## src/rtl/instr_fetch_unit.sv

```systemverilog
// Instruction fetch: owns the fetch PC, issues in-order word reads and buffers {word, pc} for decode.
// Optional FETCH_MISALIGN_CHK_EN: a misaligned redirect target yields one flagged NOP and halts fetch.
module instr_fetch_unit #(
    parameter logic [31:0] RESET_PC   = 32'h0000_0000,
    parameter int          FIFO_DEPTH = 2
) (
    input  logic        clk,
    input  logic        reset,
    input  logic        redirect_valid,
    input  logic [31:0] redirect_pc,
    output logic        mem_req_valid,
    input  logic        mem_req_ready,
    output logic [31:0] mem_req_addr,
    input  logic        mem_rsp_valid,
    input  logic [31:0] mem_rsp_data,
    output logic        instr_valid,
    input  logic        instr_ready,
    output logic [31:0] instr,
    output logic [31:0] instr_pc,
    output logic        instr_misalign
);
    localparam int AW = $clog2(FIFO_DEPTH);
    localparam int CW = AW + 1;

    typedef enum logic [1:0] { S_BOOT, S_FETCH, S_DRAIN } state_t;

    state_t        state_q, state_d;
    logic [31:0]   fetch_pc_q, fetch_pc_d;
    logic [CW-1:0] inflight_q, inflight_d;
    logic [CW-1:0] drop_cnt_q, drop_cnt_d;
    logic [31:0]   fifo_data_q [FIFO_DEPTH];
    logic [31:0]   fifo_data_d [FIFO_DEPTH];
    logic [31:0]   fifo_pc_q   [FIFO_DEPTH];
    logic [31:0]   fifo_pc_d   [FIFO_DEPTH];
    logic [CW-1:0] fifo_wr_q, fifo_wr_d, fifo_rd_q, fifo_rd_d;
    logic [31:0]   pcq_q [FIFO_DEPTH];
    logic [31:0]   pcq_d [FIFO_DEPTH];
    logic [CW-1:0] pcq_wr_q, pcq_wr_d, pcq_rd_q, pcq_rd_d;
`ifdef FETCH_MISALIGN_CHK_EN
    localparam logic [31:0] NOP = 32'h0000_0013;
    logic          fifo_mis_q [FIFO_DEPTH];
    logic          fifo_mis_d [FIFO_DEPTH];
    logic          halt_q, halt_d;
    logic          redirect_mis;
`endif

    logic [CW-1:0] fifo_count;
    logic [CW:0]   credit_used;
    logic          req_fire, rsp_drop, rsp_keep, pop;

    assign fifo_count  = fifo_wr_q - fifo_rd_q;
    // Every outstanding request owns a FIFO slot, so the buffer can never overflow.
    assign credit_used = {1'b0, inflight_q} + {1'b0, fifo_count};
`ifdef FETCH_MISALIGN_CHK_EN
    assign redirect_mis = redirect_valid && (redirect_pc[1:0] != 2'b00);
`endif

    always_ff @(posedge clk) begin
        if (reset) state_q <= S_BOOT;
        else       state_q <= state_d;
    end

    always_comb begin
        state_d = state_q;
        case (state_q)
            S_BOOT:  state_d = S_FETCH;
            S_FETCH: if (redirect_valid && drop_cnt_d != '0) state_d = S_DRAIN;
            S_DRAIN: if (drop_cnt_d == '0) state_d = S_FETCH;
            default: state_d = S_BOOT;
        endcase
    end

    always_comb begin
        mem_req_valid = (state_q == S_FETCH) && (credit_used < (CW+1)'(FIFO_DEPTH))
`ifdef FETCH_MISALIGN_CHK_EN
                        && !halt_q
`endif
                        ;
        mem_req_addr  = {fetch_pc_q[31:2], 2'b00};
        instr_valid   = (fifo_count != '0);
        instr         = instr_valid ? fifo_data_q[fifo_rd_q[AW-1:0]] : 32'h0;
        instr_pc      = instr_valid ? fifo_pc_q[fifo_rd_q[AW-1:0]] : 32'h0;
`ifdef FETCH_MISALIGN_CHK_EN
        instr_misalign = instr_valid && fifo_mis_q[fifo_rd_q[AW-1:0]];
`else
        instr_misalign = 1'b0;
`endif
    end

    always_comb begin
        req_fire   = mem_req_valid && mem_req_ready;
        pop        = instr_valid && instr_ready;
        rsp_drop   = mem_rsp_valid && (drop_cnt_q != '0);
        rsp_keep   = mem_rsp_valid && (drop_cnt_q == '0) && !redirect_valid;
        inflight_d = inflight_q + CW'(req_fire) - CW'(mem_rsp_valid);
        fetch_pc_d = fetch_pc_q;
        drop_cnt_d = drop_cnt_q;
        fifo_data_d = fifo_data_q;
        fifo_pc_d   = fifo_pc_q;
        fifo_wr_d   = fifo_wr_q;
        fifo_rd_d   = fifo_rd_q;
        pcq_d       = pcq_q;
        pcq_wr_d    = pcq_wr_q;
        pcq_rd_d    = pcq_rd_q;
`ifdef FETCH_MISALIGN_CHK_EN
        fifo_mis_d  = fifo_mis_q;
        halt_d      = halt_q;
`endif
        if (req_fire) begin
            fetch_pc_d = fetch_pc_q + 32'd4;
            pcq_d[pcq_wr_q[AW-1:0]] = fetch_pc_q;
            pcq_wr_d = pcq_wr_q + CW'(1);
        end
        if (rsp_drop) drop_cnt_d = drop_cnt_q - CW'(1);
        if (rsp_keep) begin
            fifo_data_d[fifo_wr_q[AW-1:0]] = mem_rsp_data;
            fifo_pc_d[fifo_wr_q[AW-1:0]]   = pcq_q[pcq_rd_q[AW-1:0]];
`ifdef FETCH_MISALIGN_CHK_EN
            fifo_mis_d[fifo_wr_q[AW-1:0]]  = 1'b0;
`endif
            fifo_wr_d = fifo_wr_q + CW'(1);
            pcq_rd_d  = pcq_rd_q + CW'(1);
        end
        if (pop) fifo_rd_d = fifo_rd_q + CW'(1);
        // Redirect wins: everything still in flight, including this cycle's accept, is stale.
        if (redirect_valid) begin
            fetch_pc_d = redirect_pc;
            drop_cnt_d = inflight_d;
            fifo_wr_d  = '0;
            fifo_rd_d  = '0;
            pcq_wr_d   = '0;
            pcq_rd_d   = '0;
`ifdef FETCH_MISALIGN_CHK_EN
            halt_d = redirect_mis;
            if (redirect_mis) begin
                fifo_data_d[0] = NOP;
                fifo_pc_d[0]   = redirect_pc;
                fifo_mis_d[0]  = 1'b1;
                fifo_wr_d      = CW'(1);
            end
`endif
        end
    end

    always_ff @(posedge clk) begin
        if (reset) begin
            fetch_pc_q  <= RESET_PC;
            inflight_q  <= '0;
            drop_cnt_q  <= '0;
            fifo_data_q <= '{default: '0};
            fifo_pc_q   <= '{default: '0};
            fifo_wr_q   <= '0;
            fifo_rd_q   <= '0;
            pcq_q       <= '{default: '0};
            pcq_wr_q    <= '0;
            pcq_rd_q    <= '0;
`ifdef FETCH_MISALIGN_CHK_EN
            fifo_mis_q  <= '{default: 1'b0};
            halt_q      <= 1'b0;
`endif
        end else begin
            fetch_pc_q  <= fetch_pc_d;
            inflight_q  <= inflight_d;
            drop_cnt_q  <= drop_cnt_d;
            fifo_data_q <= fifo_data_d;
            fifo_pc_q   <= fifo_pc_d;
            fifo_wr_q   <= fifo_wr_d;
            fifo_rd_q   <= fifo_rd_d;
            pcq_q       <= pcq_d;
            pcq_wr_q    <= pcq_wr_d;
            pcq_rd_q    <= pcq_rd_d;
`ifdef FETCH_MISALIGN_CHK_EN
            fifo_mis_q  <= fifo_mis_d;
            halt_q      <= halt_d;
`endif
        end
    end

    always_ff @(posedge clk) begin
        if (!reset && rsp_keep) assert (fifo_count < CW'(FIFO_DEPTH));
    end
endmodule

```

## config.mk

```make
export PLATFORM = sky130hd
export DESIGN_NAME = instr_fetch_unit
export DESIGN_NICKNAME = d
export VERILOG_FILES = /design/src/rtl/instr_fetch_unit.sv
export SDC_FILE = /design/constraint.sdc
export NUM_CORES = 1
export LEC_CHECK = 0
export CAP_MARGIN = 20
export CORE_UTILIZATION = 45
export CTS_CLUSTER_SIZE = 25
export DETAILED_ROUTE_END_ITERATION = 10
export PLACE_DENSITY = 0.72
export SLEW_MARGIN = 20
export SYNTH_ARGS = -nofsm -noshare
export SYNTH_HDL_FRONTEND = slang
export SYNTH_SLANG_ARGS = --single-unit
```

## constraint.sdc

```tcl
create_clock -name clk -period 3.2 [get_ports clk]
set_input_delay 0.64 -clock clk [delete_from_list [all_inputs] [get_ports clk]]
set_output_delay 0.64 -clock clk [all_outputs]
set_load 0.05 [all_outputs]
```

==> summary.md, run 1 <==
| Metric | Value |
|---|---|
| Status | completed |
| Type of element capturing the critical path | flip-flop |
| Fraction of final layout cells with drive strength greater than 1 | 11.36% |
| Sequential element share of the synthesized area | 44.93% |
| Vias in the first global route | 8,382 |
| Detailed-placement wirelength estimate | 17,100 µm |
| Final worst-path cycle share | 96.31% |
| Remaining antenna violation count | 0 |
| Die Footprint | 23,980 µm² |
| IR drop worst, VDD | 0.2907 mV |
| Crit path buf inv count | 2 |
| Site row count | 55 |
| Overall Global Routing Usage | 21.78% |
| Arithmetic-cell share of the synthesized area counting full adders, half adders and majority gates | 0.7852% |
| Sw Share | 27.84% |
| Commonest cells after routing, fill and taps aside | 277 x nand2_1, 233 x dfxtp_1, 162 x nor2_1 |
| Total I/O pin count | 169 |
| DR vias/cell | 5.360 |
| Number of levels in the clock H-tree | 1 |
| Cell with the largest stage delay on the worst path | or4_4 |
| Cell types occupying the most area after synthesis | dfxtp_1 45%, nand2_1 9.9%, mux2i_1 9.3% |
| DRC violation count after routing | 0 |
| Achievable clock frequency | 0.3245 GHz |
| Multi-input gate area | 5110 µm² |
| Post-synthesis instance total | 1,292 |
| Power after layout | 0.007924 W |
| Commonest non-fill, non-tap cell in the layout | nand2_1 |
| Layout-stage area growth over the synthesis result | 31.11% |
| Logic gate share of total power | 18.7% |
| Worst rel slew slack | 55.36% |
| Pin count of the biggest net entering global routing | 97 |
| Post-Synth Simple-Gate Area | 21.08% |
| Standby leakage power | 4.484 nW |
| Setup repair after global routing missed its margin | no |
| Post-Synthesis Cell Area | 10,520 µm² |
| Number of antenna violations at the first check in global routing | 0 |
| Horizontal extent of the die | 154.9 µm |
| Xor/xnor cell area share of the yosys netlist | 1.440% |
| Power Internal | 0.005719 W |
| Clock Power Share | 39.7% |
| Remaining global-route overflow | 0 |
| Register-to-register setup slack | 0.12 ns |
| Number of inserted diodes | 0 |
| Compound-gate portion of the synthesized area | 15.48% |
| Fin. max-slew vios | 0 |
| Worst path setup slack after routing | 0.1181 ns |
| Number of buffers on the longest clock path | 3 |
| Cts bufs inserted | 25 |
| Setup TNS | 0 ns |
| Startpoint Class | flip-flop |
| Iteration count of the initial detailed-routing pass | 5 |
| Starting DRC count in detailed routing | 583 |
| Biggest fanout along the worst timing path | 6 |
| Max-cap check violation count | 0 |
| Main combinational cell family by area after synthesis | simple AND/OR/NAND/NOR gates |
| Utilization after layout | 60.53% |
| Arrival time of data at the critical path endpoint | 3.50 ns |
| Final number of setup-violating endpoints | 0 |
| Net count, final | 1,448 |
| Port Buffer Count | 165 |
| Top cell type's share of synthesized area | 44.93% |
| Sinks on the clock net | 236 |
| Master cell of the clock root buffer | clkbuf_16 |
| Netlist cell types | 54 |
| Minimum period implied by the final worst setup slack | 3.082 ns |
| Filler cells | 1,947 |
| Clock transition at the register clock pins on the worst setup and hold paths after CTS | 0.06 ns |
| Synthesized area divided by synthesized cell count | 8.140 µm² |
| Type of the tightest min-delay check | flip-flop to flip-flop |
| Number of storage elements in the synthesis netlist | 236 |
| Area occupied by registers | 4731 µm² |
| Worst-path cell chain | inv_2 -> ha_4 -> nand2b_1 -> fa_1 -> nand4b_4 -> buf_4 -> or4_4 -> or4_1 -> a311oi_1 |
| Total power divided by cell area | 574.7 nW/µm² |
| Slowest stage delay, CP | 0.57 ns |
| Slew at the pin closest to its max-slew limit | 0.6696 ns |
| Final Non-Filler Cells | 1,704 |
| Number of warning messages in the yosys log | 0 |
| Top FF cell, synth | dfxtp_1 |
| Die height | 154.9 µm |
| Worst path top cell family by delay | simple AND/OR/NAND/NOR gates |
| Average routed wire per standard cell | 15.56 µm |
| Clock network latency to the later pin of the worst-skew pair | 0.52 ns |
| CTS tree | yes |
| Number of vias after detailed routing | 9,133 |
| Worst-case setup slack after placement | 0.01456 ns |
| Weighted congestion at the end of routability-driven global placement | 0.8385 |
| Fraction of registers with async set or reset after synthesis | 0% |
| Proportion of power drawn by flip-flops and latches | 41.6% |
| Net Sw Power | 0.002206 W |
| Worst endpoint required time | 3.61 ns |
| Final count of hold timing violations | 0 |
| Type of the worst setup path | flip-flop to flip-flop |
| Cell type with the largest total area after synthesis | dfxtp_1 |
| Floorplan Core Area | 22,780 µm² |
| Count of flip-flops with a built-in enable after synthesis | 0 |
| Total detailed-routing wirelength | 26,510 µm |
| Fraction of synthesized area in multiplexers | 9.328% |
| First-pass GRT wire length | 43,210 µm |
| Total placed cells including tap cells | 1,655 |
| Final Skew | 0.01449 ns |
| Initial standard-cell utilization of the core | 46.17% |
layer usage:
layer  vias up  GRT usage [%]  wire (µm)
met1      4253          30.84      12760
li1       4538              -          -
met5         -              0          0
met2       313          35.35      11860
met3        29          2.730       1555
met4         0          4.856        338
cell type report:
class / instances / area share, %
Timing Repair Buffer: 191 / 18.61
Inverter: 18 / 0.4900
Clock inverter: 8 / 1.071
Clock buffer: 38 / 5.617
Tap cell: 313 / 2.840
Multi-Input combinational cell: 900 / 37.06
Sequential cell: 236 / 34.31
worst reg2reg max path, cell delays in order, from the launching register on:
cell      delay, ns
dfxtp_2        0.35
inv_2          0.07
ha_4           0.25
nand2b_1       0.16
fa_1           0.56
nand4b_4       0.15
buf_4          0.18
or4_4          0.58
or4_1          0.42
a311oi_1       0.27
power groups by stage:
stage | sequential, W | clock (W) | combinational, W
after floorplan | 0.00329 | 0 | 0.00102
after global placement | 0.00335 | 0 | 0.00142
after detailed placement | 0.00336 | 0 | 0.00145
after CTS | 0.00330 | 0.00319 | 0.00146
after global routing | 0.00332 | 0.00332 | 0.00160
final | 0.00330 | 0.00314 | 0.00148
cells in the mapped netlist (2+ instances only):
| master | count |
|---|---|
| ha_1 | 5 |
| nor4_1 | 4 |
| dfxtp_1 | 236 |
| and3_1 | 5 |
| nor2_1 | 162 |
| or2_2 | 3 |
| o31ai_1 | 11 |
| a221o_1 | 2 |
| a311oi_1 | 15 |
| nand4_1 | 12 |
| o21ai_0 | 3 |
| and2_1 | 3 |
| clkbuf_1 | 85 |
| a21boi_0 | 2 |
| and4_1 | 3 |
| nand3_1 | 12 |
| buf_4 | 33 |
| nor2b_1 | 3 |
| mux2i_1 | 98 |
| nand2_1 | 277 |
| nand2b_1 | 2 |
| buf_2 | 9 |
| nor4b_1 | 4 |
| a21oi_1 | 135 |
| buf_1 | 13 |
| nor3_1 | 8 |
| xnor2_1 | 6 |
| inv_1 | 18 |
| a2111oi_0 | 3 |
| or4_1 | 11 |
| or3_1 | 3 |
| o21bai_1 | 2 |
| xor2_1 | 6 |
| a211oi_1 | 78 |
cells by family (layout without fill, tap and decap cells):
family / Yosys count / in the layout
AO/OA/AOI/OAI: 258 / 258
XOR/XNOR: 14 / 14
adder cells (fa/ha/maj): 6 / 6
buffers and inverters: 158 / 255
flip-flops: 236 / 236
multiplexers: 98 / 98
other: 1 / 3
AND/OR/NAND/NOR: 521 / 521
repair_timing:
action	CTS	global route
hold buffers	0	0
gates resized for setup	4	3
setup endpoints to repair	27	31
pin swaps	0	5
buffers inserted	1	2
flip-flops by register name, indices dropped and copies added (netlist names):
signal	count
drop_cnt_q	2
fetch_pc_q	32
fifo_data_q	64
fifo_pc_q	64
fifo_rd_q	2
fifo_wr_q	2
inflight_q	2
pcq_q	64
pcq_rd_q	1
pcq_wr_q	1
state_q	2
final timing paths:
path,startpoint,endpoint,cells after the start
worst min register to register,pcq_q[60],pcq_q[60],2
worst max-delay path,fifo_wr_q[0],fetch_pc_q[26],9
worst min-delay path,pcq_q[60],pcq_q[60],2
worst max register to register,fifo_wr_q[0],fetch_pc_q[26],9
stage by stage:
stage / hold WS (ns) / area [µm²]
after floorplan: 0.4357 / 10530
after global placement: 0.4405 / 12810
after detailed placement: 0.4456 / 12810
after CTS: 0.4535 / 13760
after global routing: 0.4692 / 13790
final: 0.4500 / 13790
Note: power is estimated with default switching activity, not from simulation.
==> run 2, diff against run 1 <==
Settings changed: CTS_BUF_LIST from default to sky130_fd_sc_hd__clkbuf_16, GPL_TIMING_DRIVEN from default to 0.
==> summary.md, run 2 (same netlist as run 1, synthesis figures left out) <==
| Metric | Value |
|---|---|
| Met2 Wirelength | 13,760 µm (was 11,860 µm) |
| First-pass GRT wire length | 47,350 µm (was 43,210 µm) |
| Master cell of the clock root buffer | clkbuf_16 (unchanged) |
| Weighted congestion at the end of routability-driven global placement | 0.8515 (was 0.8385) |
| Startpoint Class | flip-flop (unchanged) |
| Type of the tightest min-delay check | flip-flop to flip-flop (unchanged) |
| Number of cells on the worst hold path | 2 (unchanged) |
| Startpoint of the most critical register-to-register path | fifo_wr_q[0] (unchanged) |
| Type of the worst setup path | flip-flop to flip-flop (unchanged) |
| Max-cap check violation count | 0 (unchanged) |
| Total power divided by cell area | 572.3 nW/µm² (was 574.7 nW/µm²) |
| Vias in the first global route | 9,283 (was 8,382) |
| Worst path setup slack after routing | -0.01870 ns (was 0.1181 ns) |
| DR vias/cell | 5.309 (was 5.360) |
| Status | finished, violations left (was completed) |
| Number of vias after detailed routing | 9,631 (was 9,133) |
| Horizontal extent of the die | 154.9 µm (unchanged) |
| Power after layout | 0.007526 W (was 0.007924 W) |
| Utilization after layout | 57.73% (was 60.53%) |
| Met3 wire len | 1785 µm (was 1555 µm) |
| Layout-stage area growth over the synthesis result | 25.03% (was 31.11%) |
| Final number of setup-violating endpoints | 1 (was 0) |
| Worst-path cell chain | inv_4 -> ha_4 -> xnor3_2 -> fa_1 -> nand4b_4 -> inv_4 -> buf_8 -> nand2_4 -> ha_1 -> inv_1 -> ha_1 -> nand2_1 -> o211a_1 -> nand4_1 -> a211oi_2 (was inv_2 -> ha_4 -> nand2b_1 -> fa_1 -> nand4b_4 -> buf_4 -> or4_4 -> or4_1 -> a311oi_1) |
| Net count, final | 1,561 (was 1,448) |
| Worst rel slew slack | 43.38% (was 55.36%) |
| Largest registers | fifo_data_q: 64 flops, fifo_pc_q: 64 flops, pcq_q: 64 flops (unchanged) |
| Slew at the pin closest to its max-slew limit | 0.8428 ns (was 0.6696 ns) |
| Pin count of the biggest net entering global routing | 14 (was 97) |
| Routed metal-1 wire length | 13,710 µm (was 12,760 µm) |
| Hold EP | pcq_q[3] (was pcq_q[60]) |
| Violated checks | setup timing |
| Average routed wire per standard cell | 16.44 µm (was 15.56 µm) |
| Final count of hold timing violations | 0 (unchanged) |
| Port Buffer Count | 162 (was 165) |
| Cts bufs inserted | 25 (unchanged) |
| Standby leakage power | 4.476 nW (was 4.484 nW) |
| Initial standard-cell utilization of the core | 46.17% (unchanged) |
| Floorplan Core Area | 22,780 µm² (unchanged) |
| Top layer reached by signal wires | met4 (unchanged) |
| Die height | 154.9 µm (unchanged) |
| Final Non-Filler Cells | 1,814 (was 1,704) |
| DRC violation count after routing | 0 (unchanged) |
| Worst reg-to-reg path cell count | 15 (was 9) |
| Achievable clock frequency | 0.3107 GHz (was 0.3245 GHz) |
| Remaining global-route overflow | 0 (unchanged) |
| Type of element capturing the critical path | flip-flop (unchanged) |
| Fraction of final layout cells with drive strength greater than 1 | 10.66% (was 11.36%) |
| CTS tree | yes (unchanged) |
| Count of hold-fix buffers inserted at cts | 0 (unchanged) |
| Detailed-placement wirelength estimate | 21,430 µm (was 17,100 µm) |
| Clock network latency to the later pin of the worst-skew pair | 0.53 ns (was 0.52 ns) |
| Overall Global Routing Usage | 24.62% (was 21.78%) |
| Cell with the largest stage delay on the worst path | fa_1 (was or4_4) |
| Number of antenna violations at the first check in global routing | 0 (unchanged) |
| Commonest non-fill, non-tap cell in the layout | nand2_1 (unchanged) |
| Number of levels in the clock H-tree | 1 (unchanged) |
| Slowest stage delay, CP | 0.56 ns (was 0.57 ns) |
| Setup TNS | -0.01870 ns (was 0 ns) |
| Starting DRC count in detailed routing | 552 (was 583) |
| Final Skew | 0.02185 ns (was 0.01449 ns) |
| Register-to-register setup slack | -0.02 ns (was 0.12 ns) |
| Fin. max-slew vios | 0 (unchanged) |
| Total detailed-routing wirelength | 29,820 µm (was 26,510 µm) |
| Total I/O pin count | 169 (unchanged) |
| Arrival time of data at the critical path endpoint | 3.65 ns (was 3.50 ns) |
| Die Footprint | 23,980 µm² (unchanged) |
| Iteration count of the initial detailed-routing pass | 5 (unchanged) |
| Worst endpoint required time | 3.64 ns (was 3.61 ns) |
| Clock transition at the register clock pins on the worst setup and hold paths after CTS | 0.06 ns (about the same) |
| Site row count | 55 (unchanged) |
| Biggest fanout along the worst timing path | 10 (was 6) |
| Endpoint of the lowest-slack register-to-register path | state_q[0] (was fetch_pc_q[26]) |
| Number of inserted diodes | 0 (unchanged) |
| Minimum period implied by the final worst setup slack | 3.219 ns (was 3.082 ns) |
| Number of buffers on the longest clock path | 3 (unchanged) |
| Total placed cells including tap cells | 1,769 (was 1,655) |
| Sinks on the clock net | 236 (unchanged) |
| IR drop worst, VDD | 0.2998 mV (was 0.2907 mV) |
| Final worst-path cycle share | 100.6% (was 96.31%) |
| Setup repair after global routing missed its margin | yes (was no) |
| Commonest cells after routing, fill and taps aside | 276 x nand2_1, 234 x dfxtp_1, 162 x nor2_1 (was 277 x nand2_1, 233 x dfxtp_1, 162 x nor2_1) |
| Remaining antenna violation count | 0 (unchanged) |
| Startpoint of the worst hold path | pcq_q[3] (was pcq_q[60]) |
## run 2: what timing repair did
item,4_1_cts,5_1_grt
gates resized for setup,241,68
hold endpoints to repair,0,0
pin swaps,3,0
endpoints found under the setup margin,71,47
buffers inserted,2,0
## run 2: critical path, delay by kind of cell, from the launching register on
| kind | cells | cell delay [ns] |
|---|---|---|
| flip-flops | 1 | 0.34 |
| adder cells (fa/ha/maj) | 4 | 1.28 |
| XOR/XNOR | 1 | 0.31 |
| AND/OR/NAND/NOR | 4 | 0.44 |
| buffers and inverters | 4 | 0.32 |
| AO/OA/AOI/OAI | 2 | 0.46 |
## run 2: final cells by class
cell class	count	area (µm²)
Buffer	140	693.2
Clock buffer	25	625.6
Clock inverter	18	135.1
Fill cell	2103	9629
Inverter	18	72.57
Multi-Input combinational cell	900	5112
Sequential cell	236	4727
Tap cell	313	391.6
Timing Repair Buffer	164	1391
## run 2: where the power goes
group / internal, W / switching (W)
sequential: 0.00313 / 0.000151
clock: 0.00157 / 0.00117
combinational: 0.000553 / 0.000944
## run 2: worst max-delay path by stage
stage / startpoint / end / slack [ns] / cells after the start
4_1_cts: fifo_rd_q[0] / instr_pc[22] / 0.004 / 6
2_1_floorplan: fifo_wr_q[0] / state_q[0] / 0.04 / 15
5_1_grt: fifo_wr_q[0] / state_q[0] / -0.16 / 15
3_5_place_dp: fifo_wr_q[0] / instr_pc[14] / -0.55 / 8
6_report: fifo_wr_q[0] / state_q[0] / -0.02 / 15
3_3_place_gp: fifo_wr_q[0] / instr_pc[14] / -0.55 / 8
## run 2: per-layer routing
metal	track usage (%)	vias to the layer above
met5	0	-
met4	7.685	0
met3	3.482	38
met2	40.88	358
met1	33.03	4452
li1	-	4783
## run 2: stage by stage
step	instance area (µm²)	hold WS [ns]	worst slack, ns
after floorplan	10530	0.4357	0.03604
after global placement	12550	0.4402	-0.5503
after detailed placement	12550	0.4461	-0.5472
after CTS	13310	0.4540	0.003868
after global routing	13150	0.4694	-0.1556
final	13150	0.4520	-0.01870
==> run 3, diff against run 2 <==
Settings changed: PLACE_DENSITY 0.72 to 0.69.
Clock period 3.2 ns to 3.38 ns, I/O delays scaled along.
==> summary.md, run 3 (same netlist as run 1, synthesis figures left out) <==
| Metric | Value |
|---|---|
| Top layer reached by signal wires | met4 (unchanged) |
| Max-cap check violation count | 0 (unchanged) |
| Slew at the pin closest to its max-slew limit | 0.9227 ns (was 0.8428 ns) |
| CTS tree | yes (unchanged) |
| IR drop worst, VDD | 0.3399 mV (was 0.2998 mV) |
| Horizontal extent of the die | 154.9 µm (unchanged) |
| Type of the worst setup path | flip-flop to output port (was flip-flop to flip-flop) |
| Utilization after layout | 58.06% (was 57.73%) |
| Final number of setup-violating endpoints | 0 (was 1) |
| Die Footprint | 23,980 µm² (unchanged) |
| Pin count of the biggest net entering global routing | 16 (was 14) |
| Final count of hold timing violations | 0 (unchanged) |
| Sinks on the clock net | 236 (unchanged) |
| Arrival time of data at the critical path endpoint | 2.59 ns (was 3.65 ns) |
| First-pass GRT wire length | 47,000 µm (was 47,350 µm) |
| Iteration count of the initial detailed-routing pass | 5 (unchanged) |
| Clock transition at the register clock pins on the worst setup and hold paths after CTS | 0.06 ns (about the same) |
| Filler cells | 2,128 (was 2,103) |
| Final worst-path cycle share | 96.49% |
| Largest registers | fifo_data_q: 64 flops, fifo_pc_q: 64 flops, pcq_q: 64 flops (unchanged) |
| Master cell of the clock root buffer | clkbuf_16 (unchanged) |
| Startpoint Class | flip-flop (unchanged) |
| Layout-stage area growth over the synthesis result | 25.76% (was 25.03%) |
| Fraction of final layout cells with drive strength greater than 1 | 10.53% (was 10.66%) |
| Average routed wire per standard cell | 16.42 µm (was 16.44 µm) |
| Final Skew | 0.01672 ns (was 0.02185 ns) |
| Starting DRC count in detailed routing | 564 (was 552) |
| Minimum period implied by the final worst setup slack | 3.262 ns |
| Fin. max-slew vios | 0 (unchanged) |
| Setup repair after global routing missed its margin | yes (unchanged) |
| Commonest cells after routing, fill and taps aside | 276 x nand2_1, 236 x dfxtp_1, 162 x nor2_1 (was 276 x nand2_1, 234 x dfxtp_1, 162 x nor2_1) |
| Net count, final | 1,564 (was 1,561) |
| Standby leakage power | 4.474 nW (was 4.476 nW) |
| Die height | 154.9 µm (unchanged) |
| Power after layout | 0.007174 W (was 0.007526 W) |
| Routed metal-1 wire length | 13,630 µm (was 13,710 µm) |
| Number of inserted diodes | 0 (unchanged) |
| Achievable clock frequency | 0.3066 GHz |
| Number of antenna violations at the first check in global routing | 0 (unchanged) |
| Worst rel slew slack | 38.01% (was 43.38%) |
| Remaining antenna violation count | 0 (unchanged) |
| Site row count | 55 (unchanged) |
| Floorplan Core Area | 22,780 µm² (unchanged) |
| Worst endpoint required time | 2.70 ns (was 3.64 ns) |
| Remaining global-route overflow | 0 (unchanged) |
| Port Buffer Count | 162 (unchanged) |
| Weighted congestion at the end of routability-driven global placement | 0.8547 (was 0.8515) |
| Detailed-placement wirelength estimate | 21,460 µm (was 21,430 µm) |
| Met2 Wirelength | 13,860 µm (was 13,760 µm) |
| Count of hold-fix buffers inserted at cts | 0 (unchanged) |
| Total detailed-routing wirelength | 29,780 µm (was 29,820 µm) |
| Number of buffers on the longest clock path | 3 (unchanged) |
| Status | completed (was finished, violations left) |
| DRC violation count after routing | 0 (unchanged) |
| Commonest non-fill, non-tap cell in the layout | nand2_1 (unchanged) |
| DR vias/cell | 5.288 (was 5.309) |
| Type of the tightest min-delay check | flip-flop to flip-flop (unchanged) |
| Initial standard-cell utilization of the core | 46.17% (unchanged) |
| Biggest fanout along the worst timing path | 6 (was 10) |
| Met3 wire len | 1763 µm (was 1785 µm) |
| Total I/O pin count | 169 (unchanged) |
| Setup TNS | 0 ns (was -0.01870 ns) |
| Overall Global Routing Usage | 24.32% (was 24.62%) |
| Number of vias after detailed routing | 9,592 (was 9,631) |
| Type of element capturing the critical path | output port (was flip-flop) |
| Number of levels in the clock H-tree | 1 (unchanged) |
| Vias in the first global route | 8,928 (was 9,283) |
| Cts bufs inserted | 25 (unchanged) |
| Total power divided by cell area | 542.4 nW/µm² (was 572.3 nW/µm²) |
| Clock network latency to the later pin of the worst-skew pair | 0.52 ns (was 0.53 ns) |
run 3: layer usage:
metal	GRT usage, %	vias up
met5	0	-
met4	6.082	0
met3	2.730	42
met2	40.95	318
met1	33.20	4459
li1	-	4773
run 3: repair_timing:
action	CTS	global route
pin swaps	2	4
buffers inserted	2	4
gates resized for setup	264	21
setup endpoints to repair	70	15
run 3: final cells by class:
type                    count  area, µm²  area share (%)
clock buffers              25      625.6           4.730
inverters                  18      75.07          0.5676
flip-flops and latches    236       4725           35.72
multi-input cells         900       5104           38.59
clock inverters            15      143.9           1.088
plain buffers             139      666.9           5.043
well taps                 313      391.6           2.961
repair buffers            168       1494           11.30
run 3: critical path, cell delays in order, from the launching register on:
cell and delay (ns):
dfxtp_1 0.32, inv_2 0.10, ha_4 0.15, xnor3_2 0.26
buf_4 0.16, fa_1 0.53, nand4b_4 0.16, inv_8 0.09
buf_4 0.14, buf_8 0.15
run 3: power breakdown:
part	total [W]	leakage, nW	internal [W]	switching, W
Combinational	0.00143	2.16	0.000540	0.000893
Sequential	0.00311	1.92	0.00297	0.000140
Clock	0.00263	0.392	0.00156	0.00108
Total	0.00717	4.47	0.00506	0.00211
run 3: worst paths after layout:
kind	start	endpoint	slack, ns	depth (start not counted)
min reg2reg	fifo_data_q[29]	fifo_data_q[29]	0.45	2
max	fifo_wr_q[0]	mem_req_valid	0.12	9
min	fifo_data_q[29]	fifo_data_q[29]	0.45	2
max reg2reg	fifo_wr_q[0]	state_q[0]	0.13	15
run 3: per-stage QoR:
stage | cell area [µm²] | setup slack, ns | hold WS [ns] | instances
2_1_floorplan | 10530 | 0.1042 | 0.4357 | 1294
3_3_place_gp | 12540 | -0.4098 | 0.4410 | 1769
3_5_place_dp | 12540 | -0.4549 | 0.4460 | 1769
4_1_cts | 13180 | 0.01171 | 0.4541 | 1810
5_1_grt | 13230 | 0.0005067 | 0.4712 | 1814
6_report | 13230 | 0.1185 | 0.4521 | 1814
